File: config.mk
export PLATFORM = sky130hd
export DESIGN_NAME = jellyvl_etherneco_cmd_scheduler
export DESIGN_NICKNAME = d
export VERILOG_FILES = /design/src/rtl/jellyvl_etherneco_pkg.sv /design/src/rtl/jellyvl_etherneco_rr_arbiter.sv /design/src/rtl/jellyvl_etherneco_cmd_scheduler.sv
export SDC_FILE = /design/constraint.sdc
export NUM_CORES = 1
export LEC_CHECK = 0
export ABC_AREA = 1
export BUFFER_PORTS_ARGS = -buffer_cell sky130_fd_sc_hd__buf_2
export CORE_AREA = 2 2 102 104
export DETAILED_ROUTE_END_ITERATION = 16
export DIE_AREA = 0 0 104 106
export PLACE_DENSITY = 0.85
export SYNTH_ARGS = -nofsm -noshare
export SYNTH_HDL_FRONTEND = slang
export SYNTH_SLANG_ARGS = --single-unit
File: constraint.sdc
create_clock -name i_clk -period 3.5 [get_ports i_clk]
set_input_delay 0.175 -clock i_clk [delete_from_list [all_inputs] [get_ports i_clk]]
set_output_delay 0.175 -clock i_clk [all_outputs]
set_load 0.02 [all_outputs]
File: src/rtl/jellyvl_etherneco_pkg.sv
// Shared EtherNeco master definitions: scheduler states, packet type codes, gap default.
package jellyvl_etherneco_pkg;

   typedef enum logic [2:0] {
      ST_IDLE,
      ST_ARB,
      ST_START,
      ST_TX,
      ST_WAIT_RES,
      ST_GAP
   } sched_state_t;

   localparam logic [7:0] PKT_TYPE_SYNCTIMER = 8'h10;
   localparam logic [7:0] PKT_TYPE_GPIO      = 8'h20;
   localparam logic [7:0] PKT_TYPE_REGACC    = 8'h30;

   localparam logic [7:0] DEFAULT_GAP_CYCLES = 8'd12;

   // A single requester still needs a 1-bit index.
   function automatic int index_width(input int n);
      return (n > 1) ? $clog2(n) : 1;
   endfunction

endpackage

File: src/rtl/jellyvl_etherneco_rr_arbiter.sv
// Combinational round-robin pick: first pending bit at or after i_rr_ptr, wrapping cyclically.
module jellyvl_etherneco_rr_arbiter
   import jellyvl_etherneco_pkg::*;
#(
   parameter int NUM_REQ = 4,
   parameter int IDX_W   = index_width(NUM_REQ)
) (
   input  logic [NUM_REQ-1:0] i_pending,
   input  logic [IDX_W-1:0]   i_rr_ptr,
   output logic [IDX_W-1:0]   o_index,
   output logic               o_found
);

   logic [IDX_W-1:0] w_pos;

   // Scan from farthest to nearest so the nearest pending requester wins.
   always_comb begin
      o_index = '0;
      o_found = 1'b0;
      w_pos   = '0;
      for (int k = NUM_REQ - 1; k >= 0; k--) begin
         w_pos = IDX_W'((int'(i_rr_ptr) + k) % NUM_REQ);
         if (i_pending[w_pos]) begin
            o_index = w_pos;
            o_found = 1'b1;
         end
      end
   end

endmodule

File: src/rtl/jellyvl_etherneco_cmd_scheduler.sv
// EtherNeco ring command scheduler: one round-robin service round per trigger.
// Response timeout is built only when JELLYVL_ETHERNECO_SCHED_TIMEOUT_EN is defined.
module jellyvl_etherneco_cmd_scheduler
   import jellyvl_etherneco_pkg::*;
#(
   parameter int                       NUM_REQ        = 4,
   parameter int                       TIMEOUT_WIDTH  = 20,
   parameter logic [TIMEOUT_WIDTH-1:0] TIMEOUT_CYCLES = TIMEOUT_WIDTH'(200000),
   parameter logic [7:0]               GAP_CYCLES     = DEFAULT_GAP_CYCLES
) (
   input  logic                     i_rst,
   input  logic                     i_clk,
   input  logic                     i_trigger,
   input  logic [NUM_REQ-1:0]       i_s_req_valid,
   input  logic [NUM_REQ-1:0][7:0]  i_s_req_type,
   input  logic [NUM_REQ-1:0][7:0]  i_s_req_node,
   input  logic [NUM_REQ-1:0][15:0] i_s_req_length,
   output logic [NUM_REQ-1:0]       o_grant,
   output logic                     o_tx_start,
   output logic [7:0]               o_tx_type,
   output logic [7:0]               o_tx_node,
   output logic [15:0]              o_tx_length,
   input  logic                     i_tx_end,
   input  logic                     i_res_rx_end,
   input  logic                     i_res_rx_error,
   input  logic [7:0]               i_res_rx_type,
   output logic [NUM_REQ-1:0]       o_done,
   output logic                     o_done_error,
   output logic                     o_busy,
   output logic                     o_overrun,
   output logic [15:0]              o_overrun_count
);

   localparam int IDX_W = index_width(NUM_REQ);

   sched_state_t         r_state;
   logic [NUM_REQ-1:0]   r_pending;
   logic [IDX_W-1:0]     r_rr_ptr;
   logic [IDX_W-1:0]     r_idx;
   logic [NUM_REQ-1:0]   r_grant;
   logic                 r_tx_start;
   logic [7:0]           r_tx_type;
   logic [7:0]           r_tx_node;
   logic [15:0]          r_tx_length;
   logic [NUM_REQ-1:0]   r_done;
   logic                 r_done_error;
   logic                 r_busy;
   logic                 r_overrun;
   logic [15:0]          r_overrun_count;
   logic [7:0]           r_gap_count;

   logic [IDX_W-1:0]     w_index;
   logic                 w_found;
   logic                 w_res_hit;
   logic                 w_timeout;

   jellyvl_etherneco_rr_arbiter #(
      .NUM_REQ (NUM_REQ),
      .IDX_W   (IDX_W)
   ) u_arbiter (
      .i_pending (r_pending),
      .i_rr_ptr  (r_rr_ptr),
      .o_index   (w_index),
      .o_found   (w_found)
   );

   // Responses for a different packet type belong to someone else and are ignored.
   assign w_res_hit = (i_res_rx_end | i_res_rx_error) && (i_res_rx_type == r_tx_type);

`ifdef JELLYVL_ETHERNECO_SCHED_TIMEOUT_EN
   localparam logic [TIMEOUT_WIDTH-1:0] TIMEOUT_LAST = TIMEOUT_CYCLES - 1'b1;

   logic [TIMEOUT_WIDTH-1:0] r_timer;

   always_ff @(posedge i_clk) begin
      if (i_rst || r_state == ST_START) begin
         r_timer <= '0;
      end else if (r_state == ST_TX || r_state == ST_WAIT_RES) begin
         r_timer <= r_timer + 1'b1;
      end
   end

   assign w_timeout = (r_state == ST_TX || r_state == ST_WAIT_RES) && (r_timer == TIMEOUT_LAST);
`else
   logic w_unused_timeout;
   assign w_unused_timeout = ^TIMEOUT_CYCLES;
   assign w_timeout        = 1'b0;
`endif

   always_ff @(posedge i_clk) begin
      if (i_rst) begin
         r_state         <= ST_IDLE;
         r_pending       <= '0;
         r_rr_ptr        <= '0;
         r_idx           <= '0;
         r_grant         <= '0;
         r_tx_start      <= 1'b0;
         r_tx_type       <= '0;
         r_tx_node       <= '0;
         r_tx_length     <= '0;
         r_done          <= '0;
         r_done_error    <= 1'b0;
         r_busy          <= 1'b0;
         r_overrun       <= 1'b0;
         r_overrun_count <= '0;
         r_gap_count     <= '0;
      end else begin
         r_grant      <= '0;
         r_tx_start   <= 1'b0;
         r_done       <= '0;
         r_done_error <= 1'b0;
         r_overrun    <= 1'b0;

         if (i_trigger && r_state != ST_IDLE) begin
            r_overrun <= 1'b1;
            if (r_overrun_count != 16'hFFFF) begin
               r_overrun_count <= r_overrun_count + 16'd1;
            end
         end

         case (r_state)
            ST_IDLE: begin
               if (i_trigger && i_s_req_valid != '0) begin
                  r_pending <= i_s_req_valid;
                  r_busy    <= 1'b1;
                  r_state   <= ST_ARB;
               end
            end

            // Outputs are registered here so they are visible during START.
            ST_ARB: begin
               if (w_found) begin
                  r_grant[w_index]   <= 1'b1;
                  r_tx_start         <= 1'b1;
                  r_tx_type          <= i_s_req_type[w_index];
                  r_tx_node          <= i_s_req_node[w_index];
                  r_tx_length        <= i_s_req_length[w_index];
                  r_pending[w_index] <= 1'b0;
                  r_idx              <= w_index;
                  r_rr_ptr           <= (w_index == IDX_W'(NUM_REQ - 1)) ? '0 : w_index + 1'b1;
                  r_state            <= ST_START;
               end else begin
                  r_busy  <= 1'b0;
                  r_state <= ST_IDLE;
               end
            end

            ST_START: begin
               r_state <= ST_TX;
            end

            ST_TX: begin
               if (w_timeout) begin
                  r_done[r_idx] <= 1'b1;
                  r_done_error  <= 1'b1;
                  r_gap_count   <= '0;
                  r_state       <= ST_GAP;
               end else if (i_tx_end) begin
                  r_state <= ST_WAIT_RES;
               end
            end

            ST_WAIT_RES: begin
               if (w_res_hit || w_timeout) begin
                  r_done[r_idx] <= 1'b1;
                  r_done_error  <= w_res_hit ? i_res_rx_error : 1'b1;
                  r_gap_count   <= '0;
                  r_state       <= ST_GAP;
               end
            end

            // GAP lasts GAP_CYCLES+1 cycles so the next start lands GAP_CYCLES+2 after done.
            ST_GAP: begin
               if (r_gap_count == GAP_CYCLES) begin
                  r_state <= ST_ARB;
               end else begin
                  r_gap_count <= r_gap_count + 8'd1;
               end
            end

            default: begin
               r_state <= ST_IDLE;
            end
         endcase
      end
   end

   assign o_grant         = r_grant;
   assign o_tx_start      = r_tx_start;
   assign o_tx_type       = r_tx_type;
   assign o_tx_node       = r_tx_node;
   assign o_tx_length     = r_tx_length;
   assign o_done          = r_done;
   assign o_done_error    = r_done_error;
   assign o_busy          = r_busy;
   assign o_overrun       = r_overrun;
   assign o_overrun_count = r_overrun_count;

endmodule

Word level (Yosys, flattened, before mapping)
Cells that the tools add are included.

word-level totals
  flip-flop bits (word level) = 79
  input port bits = 146
  output and inout port bits = 60
  logic and storage cells = 115

cells by class
  $add $sub $neg = 6
  $lt $le $gt $ge = 8
  equality and inequality tests = 16
  multiplexer cells = 44
  bitwise operators = 7
  reduce and logical (&&, ||, !) cells = 19

operator list
  cell                                                number
  binary-select mux 16 bit (select 2 bit)             1
  binary-select mux 8 bit (select 2 bit)              2
  2-to-1 mux 8 bit                                    4
  < comparator 2 x 3 -> 1 bit, second input constant  6
  case mux 3 bit (6 select lines)                     1
  adder 16 x 1 -> 16 bit, second input constant       1
  2-to-1 mux 16 bit                                   1
  != test 16 bit, second input constant               1
  case mux 8 bit (2 select lines)                     1
  2-to-1 mux 1 bit                                    14
  2-to-1 mux 2 bit                                    6
  2-to-1 mux 3 bit                                    4
  != test 2 bit, second input constant                6
  AND reduction 3 bit                                 3
  adder 8 x 1 -> 8 bit, second input constant         1
  binary-select mux 1 bit (select 2 bit)              4
  == test 8 x 4 -> 1 bit, second input constant       1
  == test 8 bit                                       1
  2-to-1 mux 4 bit                                    2
  case mux 4 bit (2 select lines)                     1
  == test 3 x 2 -> 1 bit, second input constant       2
  == test 3 bit, second input constant                2
  OR reduction 3 bit                                  2
  logical AND 1 bit                                   5
  19 further kinds                                    28

Logic depth before layout (Yosys ltp)
  depth after elaboration = 15
  depth in mapped cells = 14
  gate-level depth less buffers = 13

Cells and area by module
A second synthesis with hierarchy kept.

second synthesis, totals
  cells, all modules = 725
  area total of the unflattened synthesis = 4659.5 um^2

by module, submodules not included
  module                           times used  cells an instance  area each (um^2)  sequential area each (um^2)
  jellyvl_etherneco_cmd_scheduler  1           681                4444.3            1581.5
  jellyvl_etherneco_rr_arbiter     1           44                 215.2             0.0

Worst setup path after synthesis
No wires, ideal clock.

  kind = register to register
  from = register r_rr_ptr[0]
  to = register r_pending[2]
  library setup time = 0.070 ns
  arrival = 1.733 ns
  required time = 3.430 ns
  slack = 1.697 ns
  cell stages (with the launch flop) = 14
  buffers on the path = 2
  clock period less this slack = 1.803 ns
  cells stage by stage = dfxtp_1 buf_6 nand2_1 nand2_2 nor2_1 nor2_1 nand3_2 nand2_4 inv_4 buf_4 ha_1 o21ai_0 o21ai_0 a21oi_1

on the way
  word-level cells in the longest chain between the ends = 15
  elaborated cells between the ends (all ways) = 30
  those cells by class = add/sub: 3; order compare: 2; eq/ne: 1; mux: 20; bitwise: 2; reduce/logical: 2

ends and longest elaborated chain
  item                                                                                                                    RTL line                                source
  start, declared                                                                                                         jellyvl_etherneco_cmd_scheduler.sv:38   logic [IDX_W-1:0] r_rr_ptr;
  start signal, assigned                                                                                                  jellyvl_etherneco_cmd_scheduler.sv:140  r_rr_ptr <= (w_index == IDX_W'(NUM_REQ - 1)) ? '0 : w_index + 1'b1;
  adder 2 bit                                                                                                             jellyvl_etherneco_rr_arbiter.sv:22      w_pos = IDX_W'((int'(i_rr_ptr) + k) % NUM_REQ);
  binary-select mux 1 bit (select 2 bit)                                                                                  jellyvl_etherneco_rr_arbiter.sv:23      if (i_pending[w_pos]) begin
  2-to-1 mux 1 bit (not written as such)                                                                                  jellyvl_etherneco_rr_arbiter.sv:23
  2-to-1 mux 2 bit (4 in a row)                                                                                           jellyvl_etherneco_rr_arbiter.sv:23
  < comparator 2 x 3 -> 1 bit (not written as such) / greater-or-equal comparator 2 x 1 -> 1 bit (equally long branches)  jellyvl_etherneco_cmd_scheduler.sv:138  r_pending[w_index] <= 1'b0;
  logical AND 1 bit (not written as such)                                                                                 jellyvl_etherneco_cmd_scheduler.sv:138
  2-to-1 mux 1 bit (not written as such)                                                                                  jellyvl_etherneco_cmd_scheduler.sv:138
  demux 1 bit (select 2 bit)                                                                                              jellyvl_etherneco_cmd_scheduler.sv:138
  NOT 4 bit (no source line)                                                                                              -
  AND 4 bit (no source line)                                                                                              -
  2-to-1 mux 4 bit                                                                                                        jellyvl_etherneco_cmd_scheduler.sv:132  if (w_found) begin
  case mux 4 bit (2 select lines)                                                                                         jellyvl_etherneco_cmd_scheduler.sv:121  case (r_state)
  end signal, assigned                                                                                                    jellyvl_etherneco_cmd_scheduler.sv:124  r_pending <= i_s_req_valid;
  end, declared                                                                                                           jellyvl_etherneco_cmd_scheduler.sv:37   logic [NUM_REQ-1:0] r_pending;

Several ways; a longest one is shown, not always the timed one. The select of a mux whose other input is x is not followed.
A chain may end at the register's enable or synchronous reset.

Final worst setup path
Same ends and word-level chain as after synthesis.

==> results by group <==
STA
  – Setup Skew: 13.4 ps
  – Slew @ Worst Pin: 847 ps
  – Final worst slack: 672 ps
  – RSZ-0062 raised after global routing: false
  – Fin. Hold Viols: 0
  – Fmax: 354 MHz
  – Tcrit/Tclk final: 80.8%
  – Final min period: 2830 ps
  – Slew HR: 43.5%
  – Setup TNS: 0 ps
  – Setup-failing EPs final: 0
  – Final Max Slew Viols: 0

Critical path
  – Endpoint class of the critical path: flop
  – Crit path largest cell delay: 630 ps
  – R2R Path Start: r_rr_ptr[0]
  – CP Launch Point: r_rr_ptr[0]
  – Crit-path most repeated cell: nand2_1
  – Arrival time worst endpoint: 3120 ps
  – Critical Path RT: 3790 ps
  – CP max FO: 37
  – Startpoint types: flop
  – CP Cell Sequence: inv_1 > nand2_1 > nand3_1 > nand2_1 > inv_1 > nand2_1 > nand3_4 > nand2_4 > inv_4 > ha_1 > o21ai_0 > o21ai_0 > a21oi_1
  – WS Path Type: flop to flop
  – Flop2flop setup slack: 670 ps
  – Reg-to-reg endpoint: r_pending[2]
  – R2r worst-path depth: 13
  – Critical path's slowest cell: dfxtp_1

Final layout
  – Ant. Diodes: 0
  – Share of layout cells above drive strength 1: 27.3%
  – Layout area overhead: 22.6%
  – Final Non-Filler Cells: 1134
  – Final Util: 63.4%
  – Layout Nets: 1143

Worst hold path
  – Worst hold-check path type: input port to flop
  – Hold Path Depth: 2
  – Hold endpoint: o_done_error
  – HP Start: i_res_rx_error

Yosys
  – Average size of a mapped cell: 6.32 um^2
  – Net Count, Synth: 968
  – #FFs+latches synth: 79
  – Post-synthesis sequential area ratio: 30.6%
  – Synth warn: 0
  – Unique masters post-synth: 31
  – Syn Std Cell Area: 5170 um^2
  – Synthesized instance count: 818

CTS
  – Clk buf depth: 2
  – Cts repair resizes: 0
  – Post-CTS setup buffers: 0
  – Clock Sink Count: 79
  – Worst-path clk slew: 90 ps
  – CTS root buf: clkbuf_8
  – H-tree depth: 3
  – CTS buffer count: 9
  – CTS tree: built
  – Worst-skew pair later-pin latency: 370 ps
  – # hold bufs at CTS: 0

Die
  – Die H: 106 um
  – Die ar.: 11000 um^2
  – CORE AREA: 10000 um^2
  – Io pins: 206
  – Initial Util: 51.7%
  – Die width: 104 um
  – Row cnt: 37

Detailed routing
  – Vias after detailed routing: 5941
  – DR vias/cell: 5.24
  – Pre-Repair DR Iteration Count: 5
  – DRC: 0
  – Post-Route WL: 15.2 mm
  – Remaining antenna violation count: 0
  – Initial DRC Count: 357
  – Post-DR wirelength/cell: 13.4 um

Power and ir drop
  – Worst VDD drop: 0.752 mV
  – Clk pwr share: 12.4%
  – P_leak: 3.16 nW
  – Sequential power share: 22.5%
  – Switching share of total power: 55.2%
  – Design Power: 0.00588 W
  – Switching power total: 0.00325 W
  – Combinational power share: 65.1%
  – Internal cell power: 0.00264 W
  – Cell area power density: 928 nW/um^2

Place
  – Final GP Congestion: 0.908
  – Placed Cells: 1118
  – # port buffers: 205
  – Post-Place Worst Slack: 800 ps
  – DP Wirelength: 10.8 mm

Global route
  – GRT overflow: 0
  – Initial antenna violation count: 0
  – Largest net degree at the start of global routing: 68
  – First-pass GRT wire length: 25.2 mm
  – Number of global-route vias before repair: 5406
  – Total track usage: 27.8%

Status
  – Outcome: finished clean

Run
  – Maxcap violations: 0
==> layer usage <==
layer	share of wire [%]	global-route usage (%)	up-vias
met4	2.9	11.2	0
met1	43	35.1	2628
met3	7.6	6.13	33
met5	0	0	-
li1	-	-	3013
met2	47	46.2	267
==> power by group through the flow <==
| stage | clock, W | combinational [W] | sequential [W] |
|---|---|---|---|
| 6_report | 0.000727 | 0.00383 | 0.00132 |
| 4_1_cts | 0.000743 | 0.00380 | 0.00132 |
| 5_1_grt | 0.000777 | 0.00431 | 0.00136 |
| 2_1_floorplan | 0 | 0.00291 | 0.00153 |
| 3_3_place_gp | 0 | 0.00374 | 0.00133 |
| 3_5_place_dp | 0 | 0.00378 | 0.00133 |
==> stage by stage <==
| stage | instance area, um^2 | hold WS, ps |
|---|---|---|
| 2_1_floorplan | 5170 | 320 |
| 3_3_place_gp | 6130 | 445 |
| 3_5_place_dp | 6130 | 442 |
| 4_1_cts | 6340 | 65.6 |
| 5_1_grt | 6340 | 66.1 |
| 6_report | 6340 | 74.0 |
==> cell families after synthesis <==
logic type / count (synthesis) / synth area share, %
AND/OR/NAND/NOR: 493 / 45.2
buffers and inverters: 140 / 12.4
AO/OA/AOI/OAI: 92 / 9.15
flip-flops: 79 / 30.6
XOR/XNOR: 10 / 1.69
adder cells (fa/ha/maj): 4 / 0.968
==> critical path, delay by kind of cell (launching register included) <==
kind | cells | cell delay [ps]
AO/OA/AOI/OAI | 3 | 390
adder cells (fa/ha/maj) | 1 | 300
buffers and inverters | 3 | 510
flip-flops | 1 | 630
AND/OR/NAND/NOR | 6 | 910
==> layout make-up <==
type | instances | area, um^2
clock buffer | 9 | 124
sequential | 79 | 1580
clock inverter | 7 | 85.1
tap | 136 | 170
fill | 977 | 3660
inverter | 93 | 352
multi-input combinational | 599 | 2960
timing repair buffer | 211 | 1070
==> sequential cells by signal, indices dropped and copies added, names as in the netlist <==
| name | count |
|---|---|
| r_pending | 4 |
| o_busy | 1 |
| o_overrun_count | 16 |
| o_tx_start | 1 |
| r_idx | 2 |
| r_gap_count | 8 |
| o_tx_length | 16 |
| o_done | 4 |
| r_state | 3 |
| o_grant | 4 |
| o_overrun | 1 |
| o_tx_type | 8 |
| o_done_error | 1 |
| r_rr_ptr | 2 |
| o_tx_node | 8 |
==> cell usage in the layout, fill, tap and decap left out, types with 5 or more instances in the layout <==
cell	instances
a21oi_1	33
buf_2	205
buf_4	6
clkbuf_8	9
dfxtp_1	79
inv_1	87
inv_2	5
nand2_1	125
nand3_1	90
nand3_2	30
nand4_1	42
nor2_1	174
nor3_1	16
nor3b_1	6
o21ai_0	54
xor2_1	7
==> how the worst max path moves through the flow <==
stage / end / cells after the start
5_1_grt: r_pending[2] / 13
3_5_place_dp: r_pending[2] / 13
6_report: r_pending[2] / 13
3_3_place_gp: r_pending[2] / 13
4_1_cts: r_pending[2] / 13
2_1_floorplan: r_pending[2] / 13
==> cells in the mapped netlist <==
cell type	count	share of area [%]
a21oi_1	33	3.2
o21a_1	1	0.15
buf_4	5	0.73
inv_2	5	0.36
xnor2_1	3	0.51
nor3b_1	6	0.87
nand2_4	1	0.22
ha_1	4	0.97
nor4_1	2	0.24
or2_2	2	0.24
dfxtp_1	79	31
buf_1	1	0.073
o21ai_2	1	0.17
nand2_1	125	9.1
buf_2	20	1.9
clkbuf_1	12	0.87
nand3_1	90	8.7
o22ai_1	1	0.12
o21ai_0	54	5.2
nor3_1	16	1.5
nor2_4	1	0.22
buf_6	9	2.0
inv_1	87	6.3
inv_4	1	0.12
xor2_1	7	1.2
o311ai_0	1	0.17
a31oi_1	1	0.12
nand3_2	31	6.0
nand2_2	3	0.36
nand4_1	42	5.1
nor2_1	174	13
Power figures use the tool's default switching activity.
